`src/rtl/tdm_pkg.sv`:
```
// Shared constants and types for the TDM line framer/deframer pair.
package tdm_pkg;

   localparam int BITS_PER_TS = 8;
   localparam int C4_PER_BIT  = 2;
   localparam int N_TS_DEF    = 32;

   // c4 rising edges carrying data in one frame (the f0 edge is not counted)
   localparam int FRAME_EDGES = C4_PER_BIT * BITS_PER_TS * N_TS_DEF;

   // One spare bit so the edge counter can rest on FRAME_EDGES, which marks
   // the position where the next frame pulse is expected.
   localparam int K_W = $clog2(FRAME_EDGES) + 1;

   typedef enum logic [0:0] {
      HUNT   = 1'b0,
      LOCKED = 1'b1
   } sync_state_t;

   function automatic int frame_edges(input int n_ts);
      return C4_PER_BIT * BITS_PER_TS * n_ts;
   endfunction

endpackage

```
`src/rtl/tdm_in_sync.sv`:
```
// Synchronizer bank for the asynchronous TDM line: two flops per input plus
// a third c4 flop so a c4 rising edge becomes a one-clk enable.
module tdm_in_sync (
   input  logic clk50,
   input  logic reset_n,
   input  logic c4,
   input  logic f0,
   input  logic data_in,
   output logic ce,
   output logic f0_s,
   output logic data_s
);

   logic c4_p0, c4_p1, c4_p2;
   logic f0_p0, f0_p1;
   logic data_p0, data_p1;

   // Metastability flops; f0 rests high so reset never fakes a frame pulse
   always_ff @(posedge clk50 or negedge reset_n) begin
      if (!reset_n) begin
         c4_p0   <= 1'b0;
         c4_p1   <= 1'b0;
         c4_p2   <= 1'b0;
         f0_p0   <= 1'b1;
         f0_p1   <= 1'b1;
         data_p0 <= 1'b0;
         data_p1 <= 1'b0;
      end else begin
         c4_p0   <= c4;
         c4_p1   <= c4_p0;
         c4_p2   <= c4_p1;
         f0_p0   <= f0;
         f0_p1   <= f0_p0;
         data_p0 <= data_in;
         data_p1 <= data_p0;
      end
   end

   assign ce     = c4_p1 & ~c4_p2;
   assign f0_s   = f0_p1;
   assign data_s = data_p1;

endmodule

```
`src/rtl/tdm_rx_deframer.sv`:
```
// Receive deframer: recovers timeslot bytes from the c4/f0/data TDM line,
// keeps frame lock with a flywheel and raises a frame-group interrupt.
module tdm_rx_deframer
   import tdm_pkg::*;
#(
   parameter int N_TS       = 32,
   parameter int INT_DIV    = 8,
   parameter int MISS_LIMIT = 3
) (
   input  logic       clk50,
   input  logic       reset_n,
   input  logic       c4,
   input  logic       f0,
   input  logic       data_in,
   input  logic       irq_ack,
   output logic [7:0] ts_data,
   output logic [4:0] ts_index,
   output logic       ts_valid,
   output logic       frame_start,
   output logic       locked,
   output logic       sync_err,
   output logic       irq
);

   localparam logic [K_W-1:0] K_END = K_W'(frame_edges(N_TS));
   localparam int FC_W = (INT_DIV > 1) ? $clog2(INT_DIV) : 1;
   localparam int MC_W = $clog2(MISS_LIMIT + 1);

   logic            ce, f0_s, data_s;
   sync_state_t     state;
   logic [K_W-1:0]  k;
   logic            f0_low_q;
   logic [6:0]      shreg;
   logic [MC_W-1:0] miss_cnt;
   logic [FC_W-1:0] frame_cnt;
   logic            at_end, first_low, acquire, normal, realign;
   logic            miss, drop, bit_ce, byte_done, count_frame, grp_wrap;

   tdm_in_sync u_in_sync (
      .clk50   (clk50),
      .reset_n (reset_n),
      .c4      (c4),
      .f0      (f0),
      .data_in (data_in),
      .ce      (ce),
      .f0_s    (f0_s),
      .data_s  (data_s)
   );

   // Line events, all qualified by the c4 edge enable. Only the first ce of a
   // run of f0-low edges is a boundary; later lows just hold k at zero.
   assign at_end      = (k == K_END);
   assign first_low   = ce & ~f0_s & ~f0_low_q;
   assign acquire     = first_low & (state == HUNT);
   assign normal      = first_low & (state == LOCKED) & at_end;
   assign realign     = first_low & (state == LOCKED) & ~at_end;
   assign miss        = ce & f0_s & (state == LOCKED) & at_end;
   assign drop        = miss & (miss_cnt == MC_W'(MISS_LIMIT - 1));
   assign bit_ce      = ce & f0_s & ~at_end;
   assign byte_done   = bit_ce & (state == LOCKED) & (k[3:0] == 4'hF);
   assign count_frame = normal | (miss & ~drop);
   assign grp_wrap    = count_frame & (frame_cnt == FC_W'(INT_DIV - 1));
   assign locked      = (state == LOCKED);

   // Lock state and consecutive missing-pulse counter
   always_ff @(posedge clk50 or negedge reset_n) begin
      if (!reset_n) begin
         state    <= HUNT;
         miss_cnt <= '0;
      end else if (acquire || normal) begin
         state    <= LOCKED;
         miss_cnt <= '0;
      end else if (drop) begin
         state    <= HUNT;
         miss_cnt <= '0;
      end else if (miss) begin
         miss_cnt <= miss_cnt + 1'b1;
      end
   end

   // Edge counter: f0 low or a flywheeled boundary restarts the frame; in
   // HUNT it parks at K_END until a frame pulse arrives.
   always_ff @(posedge clk50 or negedge reset_n) begin
      if (!reset_n) begin
         k        <= '0;
         f0_low_q <= 1'b0;
      end else if (ce) begin
         f0_low_q <= ~f0_s;
         if (!f0_s || miss) begin
            k <= '0;
         end else if (!at_end) begin
            k <= k + 1'b1;
         end
      end
   end

   // Bit shifter: sample on odd edges, MSB first; stale bits are fully
   // overwritten before the next byte completes, so no reset is needed.
   always_ff @(posedge clk50) begin
      if (bit_ce && k[0]) begin
         shreg <= {shreg[5:0], data_s};
      end
   end

   // Timeslot output and one-clk line event strobes
   always_ff @(posedge clk50 or negedge reset_n) begin
      if (!reset_n) begin
         ts_data     <= '0;
         ts_index    <= '0;
         ts_valid    <= 1'b0;
         frame_start <= 1'b0;
         sync_err    <= 1'b0;
      end else begin
         ts_valid    <= byte_done;
         frame_start <= acquire | normal | (miss & ~drop);
         sync_err    <= realign | miss;
         if (byte_done) begin
            ts_data  <= {shreg, data_s};
            ts_index <= k[8:4];
         end
      end
   end

   // Frame-group counter and interrupt; a set in the same clk as an ack wins
   always_ff @(posedge clk50 or negedge reset_n) begin
      if (!reset_n) begin
         frame_cnt <= '0;
         irq       <= 1'b0;
      end else begin
         if (drop) begin
            frame_cnt <= '0;
         end else if (count_frame) begin
            frame_cnt <= grp_wrap ? '0 : frame_cnt + 1'b1;
         end
         if (grp_wrap) begin
            irq <= 1'b1;
         end else if (irq_ack) begin
            irq <= 1'b0;
         end
      end
   end

endmodule
```
`config.mk`:
```
export PLATFORM = sky130hd
export DESIGN_NAME = tdm_rx_deframer
export DESIGN_NICKNAME = d
export VERILOG_FILES = /design/src/rtl/tdm_pkg.sv /design/src/rtl/tdm_in_sync.sv /design/src/rtl/tdm_rx_deframer.sv
export SDC_FILE = /design/constraint.sdc
export NUM_CORES = 1
export LEC_CHECK = 0
export CAP_MARGIN = 10
export CORE_UTILIZATION = 53
export CTS_CLUSTER_DIAMETER = 60
export CTS_CLUSTER_SIZE = 30
export DETAILED_ROUTE_END_ITERATION = 10
export PLACE_DENSITY = 0.75
export SLEW_MARGIN = 0
export SYNTH_ARGS = -nofsm -noshare
export SYNTH_HDL_FRONTEND = slang
export SYNTH_SLANG_ARGS = --single-unit
```
`constraint.sdc`:
```
create_clock -name clk50 -period 4.7 [get_ports clk50]
set_clock_uncertainty 0.15 [all_clocks]
set_input_delay 0.47 -clock clk50 [delete_from_list [all_inputs] [get_ports clk50]]
set_output_delay 0.47 -clock clk50 [all_outputs]
set_load 0.01 [all_outputs]
```
* Word-level counts from Yosys, hierarchy flattened *
Cells that the tools add are included.

cells by class
  equality and inequality tests = 5
  muxes and demuxes = 12
  reductions and logical operators = 9
  add/sub/neg operators = 3
  bitwise operators = 26

operator list
  cell                   count
  $mux 10                2
  $and 1x1->1            16
  $add 10x1->10 const B  1
  $eq 10x10->1 const B   1
  $mux 3                 3
  $mux 2                 3
  $not 1->1              6
  $reduce_bool 2->1      3
  $eq 4x4->1 const B     1
  $mux 1                 4
  $or 1x1->1             4
  $add 3x1->3 const B    1
  $eq 3x3->1 const B     1
  $reduce_bool 3->1      1
  $add 2x1->2 const B    1
  $eq 2x2->1 const B     1
  $logic_or 1x1->1       2
  $ne 2x1->1 const B     1
  $reduce_and 2->1       1
  $logic_and 1x1->1      1
  $logic_not 1->1        1

word-level totals
  logic and storage cells = 74
  bits of input ports = 6
  output and inout bits = 18
  bits in registers = 48

* Logic depth before layout (Yosys ltp) *
Gate-level depths: netlist of run 1.

  depth in word-level cells = 13
  gate-level depth with buffers = 6
  depth with buffers taken out = 5

* Cells and area by module *
From an unflattened synthesis of run 1, not the netlist that was laid out.

unflattened totals
  cell total of the unflattened synthesis = 159
  area total of the unflattened synthesis = 2074.5 um^2

by module, submodules not included
  module           area each (um^2)  sequential area each (um^2)  cells an instance  times used
  tdm_rx_deframer  1883.1            1061.0                       151                1
  tdm_in_sync      191.4             177.7                        8                  1

* Least setup slack after synthesis of run 1 *
Ideal clock, no wire load.

  path kind = register to register
  start point = reg k[0]
  end point = reg shreg[0], enable pin
  cell stages (with the launch flop) = 6
  path slack = 2639 ps
  arrival = 1531 ps
  data required time = 4170 ps
  buffers on the path = 1
  period minus slack after synthesis = 2061 ps
  setup time = 380 ps
  cells stage by stage = dfrtp_1 inv_1 ha_1 and4b_1 buf_2 nor3_1

on the way
  word-level cells in the longest chain between the ends = 4

ends and longest elaborated chain
  item                    line                    text
  from (decl)             tdm_rx_deframer.sv:31   logic [K_W-1:0] k;
  from (signal assigned)  tdm_rx_deframer.sv:92   k <= k + 1'b1;
  $eq 10x10->1            tdm_rx_deframer.sv:52   assign at_end = (k == K_END);
  $not 1->1               tdm_rx_deframer.sv:59   assign bit_ce = ce & f0_s & ~at_end;
  $and 1x1->1             tdm_rx_deframer.sv:59
  $logic_and 1x1->1 *     tdm_rx_deframer.sv:100  if (bit_ce && k[0]) begin
  to (signal assigned)    tdm_rx_deframer.sv:101  shreg <= {shreg[5:0], data_s};
  to (decl)               tdm_rx_deframer.sv:33   logic [6:0] shreg;

Every way passes the cells marked *; elsewhere a longest branch is shown, timed or not.
A chain may end at the register's enable or synchronous reset.

* Worst setup path in the final report of run 1 *
Ends and elaborated chain as after synthesis.

==> metrics.yaml, run 1 <==
status:
  status: "finished clean"
clock_network:
  clockBufferDepth: 2
  htree_num_levels: 2
  clock_latency_ps: 300
  clkSinkCount: 48
  hold_buffers: 0
  clkTransAtPathRegs_ps: 90
  postCtsSetupBuffers: 0
  cts_buffers: 5
  clockRootBuffer: "clkbuf_8"
  cts_resized: 0
  cts_tree: "built"
global_route:
  overflow: 0
  grt.total_usage_pct: 18.5
  grt_antenna_before_repair: 0
  grt_max_degree: 42
  grt_pass1_vias: 1186
  grt_first_pass_wirelength_mm: 5.64
worst_hold_path:
  hold_class: "in -> async"
floorplanning:
  ios: 24
  die_w_um: 63.6
  fp-row-count: 21
  fp.dieArea_mm2: 0.00404
  initial_utilization_pct: 57.9
  die_y_um: 63.6
  core_mm2: 0.00347
sta:
  worst_slew_pin_slew_ps: 983
  hold_viol_final: 0
  max_slew_margin_pct: 34.0
  whs_ps: 122
  rsz0062_at_grt: "false"
  fin_crit_sh_pct: 50.3
  period_minus_slack_ps: 2360
  max_freq_ghz: 0.423
  drv_slew: 0
  setup_viol: 0
  setup_tns_ps: 0
synth:
  synth_area_leaders: "dfrtp_1 (49%), edfxtp_1 (10%), mux2_2 (7.9%)"
  synth_common_cells: "dfrtp_1 (39), mux2_2 (14), nand3_1 (9), nand2_1 (8)"
  synth_top_area_share_pct: 48.6
  syn_avg_cell_area_um2: 12.9
  synth_edf_count: 7
  yosysTopAreaCell: "dfrtp_1"
  yosys_register_bits: 48
  syn_area_mm2: 0.00201
  yosysUniqueCellTypes: 41
  synth-seq-area-share_pct: 61.7
  async_reset_ff_share_pct: 85.4
  ys_warn_count: 0
  syn_inst: 156
  synthFlopType: "dfrtp_1"
  synth.most_common_cell: "dfrtp_1"
  synthesis.nets: 166
finish:
  fillers: 267
  antenna_cells: 0
  multi_input_area_um2: 714
  drive_gt1_share_pct: 17.7
  area_growth_pct: 18.4
  seq_area_mm2: 0.00124
  num-nets-final: 190
critical_path:
  cp.required_ps: 4480
  worst-setup-path-type: "reg -> reg"
  cpLargestDelayFamily: "simple AND/OR/NAND/NOR gates"
  startpoint_type: "flip-flop"
  crit_fanout: 10
  critical-path-max-stage-delay_ps: 790
  end_kind: "flip-flop"
  worst_ep_arrival_time_ps: 2140
  critical_path_buf_inv_count: 1
  worstPathCellList: "inv_1 > ha_1 > and4b_1 > nor3_1"
  crit_slowest_cell: "nor3_1"
detailed_routing:
  drt_first_pass_iters: 4
  drcViolationCount: 0
  drtIter0Drc: 64
  wl_per_cell_um: 14.5
  num_vias: 1289
  viasPerCell: 5.68
  wirelength_mm: 3.30
  ant_nets: 0
placement:
  gp_congestion: 0.863
  hpwl_mm: 2.33
  portBuffers: 23
pwr:
  powerDensity_mw_per_mm2: 330
  p_total_uw: 786
  leakagePower_uw: 0.00103
  ir_drop_uv: 233
flow_run:
  cap_violations: 0
registers in the layout (all words and copies together) (netlist names):
| signal | flops |
|---|---|
| k | 10 |
| ts_data | 8 |
| shreg | 7 |
| ts_index | 5 |
| frame_cnt | 3 |
| miss_cnt | 2 |
| f0_low_q | 1 |
| frame_start | 1 |
| irq | 1 |
| locked | 1 |
| sync_err | 1 |
| ts_valid | 1 |
| u_in_sync.c4_p0 | 1 |
| u_in_sync.c4_p1 | 1 |
| u_in_sync.c4_p2 | 1 |
| u_in_sync.data_p0 | 1 |
| u_in_sync.data_s | 1 |
| u_in_sync.f0_p0 | 1 |
| u_in_sync.f0_s | 1 |
worst paths after layout:
| kind | startpoint | to | slack, ps | cells past startpoint |
|---|---|---|---|---|
| worst max-delay path | k[0] | shreg[0] | 2340 | 4 |
| worst min-delay path | reset_n | k[6] | 120 | 1 |
| worst max register to register | k[0] | shreg[0] | 2340 | 4 |
| worst min register to register | u_in_sync.data_p0 | u_in_sync.data_s | 210 | 0 |
| max in group asynchronous | reset_n | u_in_sync.c4_p2 | 3720 | 1 |
| min in group clk50 | u_in_sync.data_p0 | u_in_sync.data_s | 210 | 0 |
where the power goes:
part | internal [µW] | leakage [µW] | switching [µW]
clock network | 160 | 0.0000583 | 135
registers | 434 | 0.000605 | 14.2
logic | 17.8 | 0.000366 | 24.6
stage by stage:
step	setup WS (ps)	util, %	cells	cell area [µm²]
floorplan	2640	-	156	2010
global placement	2380	65.2	219	2260
detailed placement	2300	65.2	219	2260
CTS	2300	68.6	227	2380
global route	2200	68.6	227	2380
finish	2340	68.6	227	2380
cells in the final DEF (no fill, tap or decap), types with 2 or more instances in the layout:
| cell type | instances |
|---|---|
| a22o_1 | 3 |
| clkinv_4 | 2 |
| nor3_1 | 5 |
| a21oi_1 | 5 |
| ha_1 | 4 |
| clkdlybuf4s50_1 | 22 |
| nand4_1 | 2 |
| nand3_1 | 9 |
| dfstp_2 | 2 |
| nor2_1 | 7 |
| o21ai_0 | 5 |
| inv_1 | 7 |
| o22ai_1 | 3 |
| xnor2_1 | 2 |
| mux2_2 | 14 |
| edfxtp_1 | 7 |
| nand2b_1 | 3 |
| nand2_1 | 8 |
| clkbuf_8 | 5 |
| dfrtp_1 | 39 |
| a211oi_1 | 2 |
| xor2_1 | 3 |
| and4b_1 | 2 |
worst register-to-register path, stage by stage (launching register included):
cell and delay (ps):
dfrtp_1 390, inv_1 100, ha_1 250, and4b_1 300, nor3_1 790
kinds of logic (layout without fill, tap and decap cells):
logic type      count (synthesis)  count (layout)  synth area share (%)
mux                            15              15                  8.35
compound gates                 23              23                  7.60
xor+xnor                        5               5                  2.18
simple gates                   48              48                  15.0
buf+inv                        13              38                  2.74
flops                          48              48                  61.7
fa+ha+maj                       4               4                  2.49
layout make-up:
class / instances / area share (%)
flip-flops and latches: 48 / 52.1
multi-input cells: 95 / 30.0
repair buffers: 23 / 9.47
clock buffers: 5 / 2.89
well taps: 46 / 2.42
clock inverters: 3 / 2.00
inverters: 7 / 1.10
metal layers:
layer | up-vias | global-route usage [%] | share of wire, %
met2 | 42 | 29.7 | 50
met3 | 6 | 4.89 | 5.0
met4 | 0 | 5.11 | 1.2
met1 | 629 | 25.0 | 44
met5 | - | 0 | 0
li1 | 612 | - | -
Note: power is estimated with default switching activity, not from simulation.
==> run 2: changes to the inputs <==
==> constraint.sdc (replaced) <==
create_clock -name clk50 -period 2.4 [get_ports clk50]
set_clock_uncertainty 0.15 [all_clocks]
set_input_delay 0.24 -clock clk50 [delete_from_list [all_inputs] [get_ports clk50]]
set_output_delay 0.24 -clock clk50 [all_outputs]
set_load 0.01 [all_outputs]
==> metrics.yaml, run 2 (synthesis results as in run 1) <==
sta:
  rsz0062_at_grt: "false"
  hold_viol_final: 0  # unchanged
  drv_slew: 0  # unchanged
  fin_ws_ps: 245  # -2090 ps
  worst_slew_pin_slew_ps: 897  # -85.9 ps
  period_minus_slack_ps: 2160  # -210 ps
  setup_viol: 0  # unchanged
  whs_ps: 203  # +81.6 ps
  fin_crit_sh_pct: 89.8  # +39 points
  setup_tns_ps: 0  # unchanged
  max_slew_margin_pct: 39.7  # +5.8 points
  max_freq_ghz: 0.464  # +9.7%
finish:
  fillers: 254  # -4.9%
  most-common-layout-cells: "dfrtp_1 (39), clkdlybuf4s50_1 (22), mux2_2 (14)"
  multi_input_area_um2: 714  # unchanged
  final_common_cell: "dfrtp_1"
  antenna_cells: 0  # unchanged
  largest_reg_flops: 10  # unchanged
  num-nets-final: 195  # +2.6%
  drive_gt1_share_pct: 19.4  # +1.7 points
  area_growth_pct: 20.4
  reg_top3: "k x10, ts_data x8, shreg x7"
  top_register: "k"
  seq_area_mm2: 0.00124  # unchanged
detailed_routing:
  drcViolationCount: 0  # unchanged
  wirelength_mm: 3.46  # +4.7%
  ant_nets: 0  # unchanged
  viasPerCell: 5.53  # -2.7%
  drt_first_pass_iters: 4  # unchanged
  wl_per_cell_um: 14.9  # +2.4%
  drtIter0Drc: 46  # -28%
  num_vias: 1282  # -0.54%
global_route:
  overflow: 0  # unchanged
  grt_antenna_before_repair: 0  # unchanged
  grt.total_usage_pct: 20.7  # +2.2 points
  grt_first_pass_wirelength_mm: 6.17  # +9.4%
  grt_max_degree: 42  # unchanged
  grt_pass1_vias: 1309  # +10%
placement:
  portBuffers: 23  # unchanged
  hpwl_mm: 2.46  # +5.8%
  gp_congestion: 0.838  # -2.9%
  place_ws_ps: 231  # -2070 ps
critical_path:
  worstPathCellList: "inv_1 > ha_1 > and4b_1 > nor3_1"
  worst_ep_arrival_time_ps: 1940  # -200 ps
  worst-setup-path-type: "reg -> reg"
  startpoint_type: "flip-flop"
  crit_fanout: 7  # -3
  cp.required_ps: 2190  # -2290 ps
  crit_slowest_cell: "nor3_1"
  end_kind: "flip-flop"
  critical-path-max-stage-delay_ps: 690  # -100 ps
clock_network:
  clock_latency_ps: 300  # about the same
  clockBufferDepth: 2  # unchanged
  cts_tree: "built"
  cts_buffers: 5  # unchanged
  clockRootBuffer: "clkbuf_8"
  clkTransAtPathRegs_ps: 90  # about the same
  htree_num_levels: 2  # unchanged
  clkSinkCount: 48  # unchanged
flow_run:
  cap_violations: 0  # unchanged
floorplanning:
  ios: 24  # unchanged
  die_w_um: 63.6  # unchanged
  fp.dieArea_mm2: 0.00404  # unchanged
  initial_utilization_pct: 57.9  # unchanged
  core_mm2: 0.00347  # unchanged
  die_y_um: 63.6  # unchanged
  fp-row-count: 21  # unchanged
pwr:
  leakagePower_uw: 0.00105  # +2.1%
  ir_drop_uv: 466  # +100%
  p_total_uw: 1550  # +97%
  powerDensity_mw_per_mm2: 641  # +94%
worst_hold_path:
  hold_class: "reg -> reg"
status:
  status: "finished clean"
-- run 2: path summary, 6_finish.rpt --
check / startpoint / endpoint / slack (ps) / cells after the start
worst max-delay path: k[0] / shreg[4] / 240 / 4
worst min-delay path: u_in_sync.c4_p0 / u_in_sync.c4_p1 / 200 / 0
worst max register to register: k[0] / shreg[4] / 240 / 4
worst min register to register: u_in_sync.c4_p0 / u_in_sync.c4_p1 / 200 / 0
max in group asynchronous: reset_n / k[9] / 1120 / 2
min in group asynchronous: reset_n / k[6] / 440 / 2
-- run 2: area by class of cell --
type                    instances  area share (%)
inverters                       7            1.09
multi-input cells              95            29.6
flip-flops and latches         48            51.2
clock buffers                   5            2.85
well taps                      46            2.38
repair buffers                 28            11.0
clock inverters                 3            1.92
-- run 2: stage by stage --
step / area [µm²] / util (%) / instances
floorplan: 2010 / - / 156
global placement: 2290 / 66.1 / 223
detailed placement: 2290 / 66.1 / 223
CTS: 2420 / 69.7 / 232
global route: 2420 / 69.7 / 232
finish: 2420 / 69.7 / 232
-- run 2: worst max-delay path: cells and delay by family, from the launching register on --
family / cells / cell delay (ps)
and+or+nand+nor: 2 / 890
DFF: 1 / 410
adders and majority gates: 1 / 240
buffers and inverters: 1 / 100
-- run 2: report_power, final --
group	leakage [µW]	switching [µW]	internal, µW	total, µW
Sequential	0.000605	26.0	850	876
Clock	0.0000548	269	314	583
Combinational	0.000391	51.5	38.5	90.0
Total	0.00105	347	1200	1550
-- run 2: repair_timing --
item,in CTS,in global routing
hold buffers,1,0
hold endpoints to repair,39,0
buffers inserted,0,0
resized for setup,0,0
-- run 2: layer usage --
metal | track usage [%] | routed length [µm] | share of wire (%)
met1 | 25.5 | 1480 | 43
met2 | 32.3 | 1750 | 51
met3 | 6.52 | 150 | 4.3
met4 | 11.4 | 71 | 2.1
met5 | 0 | 0 | 0
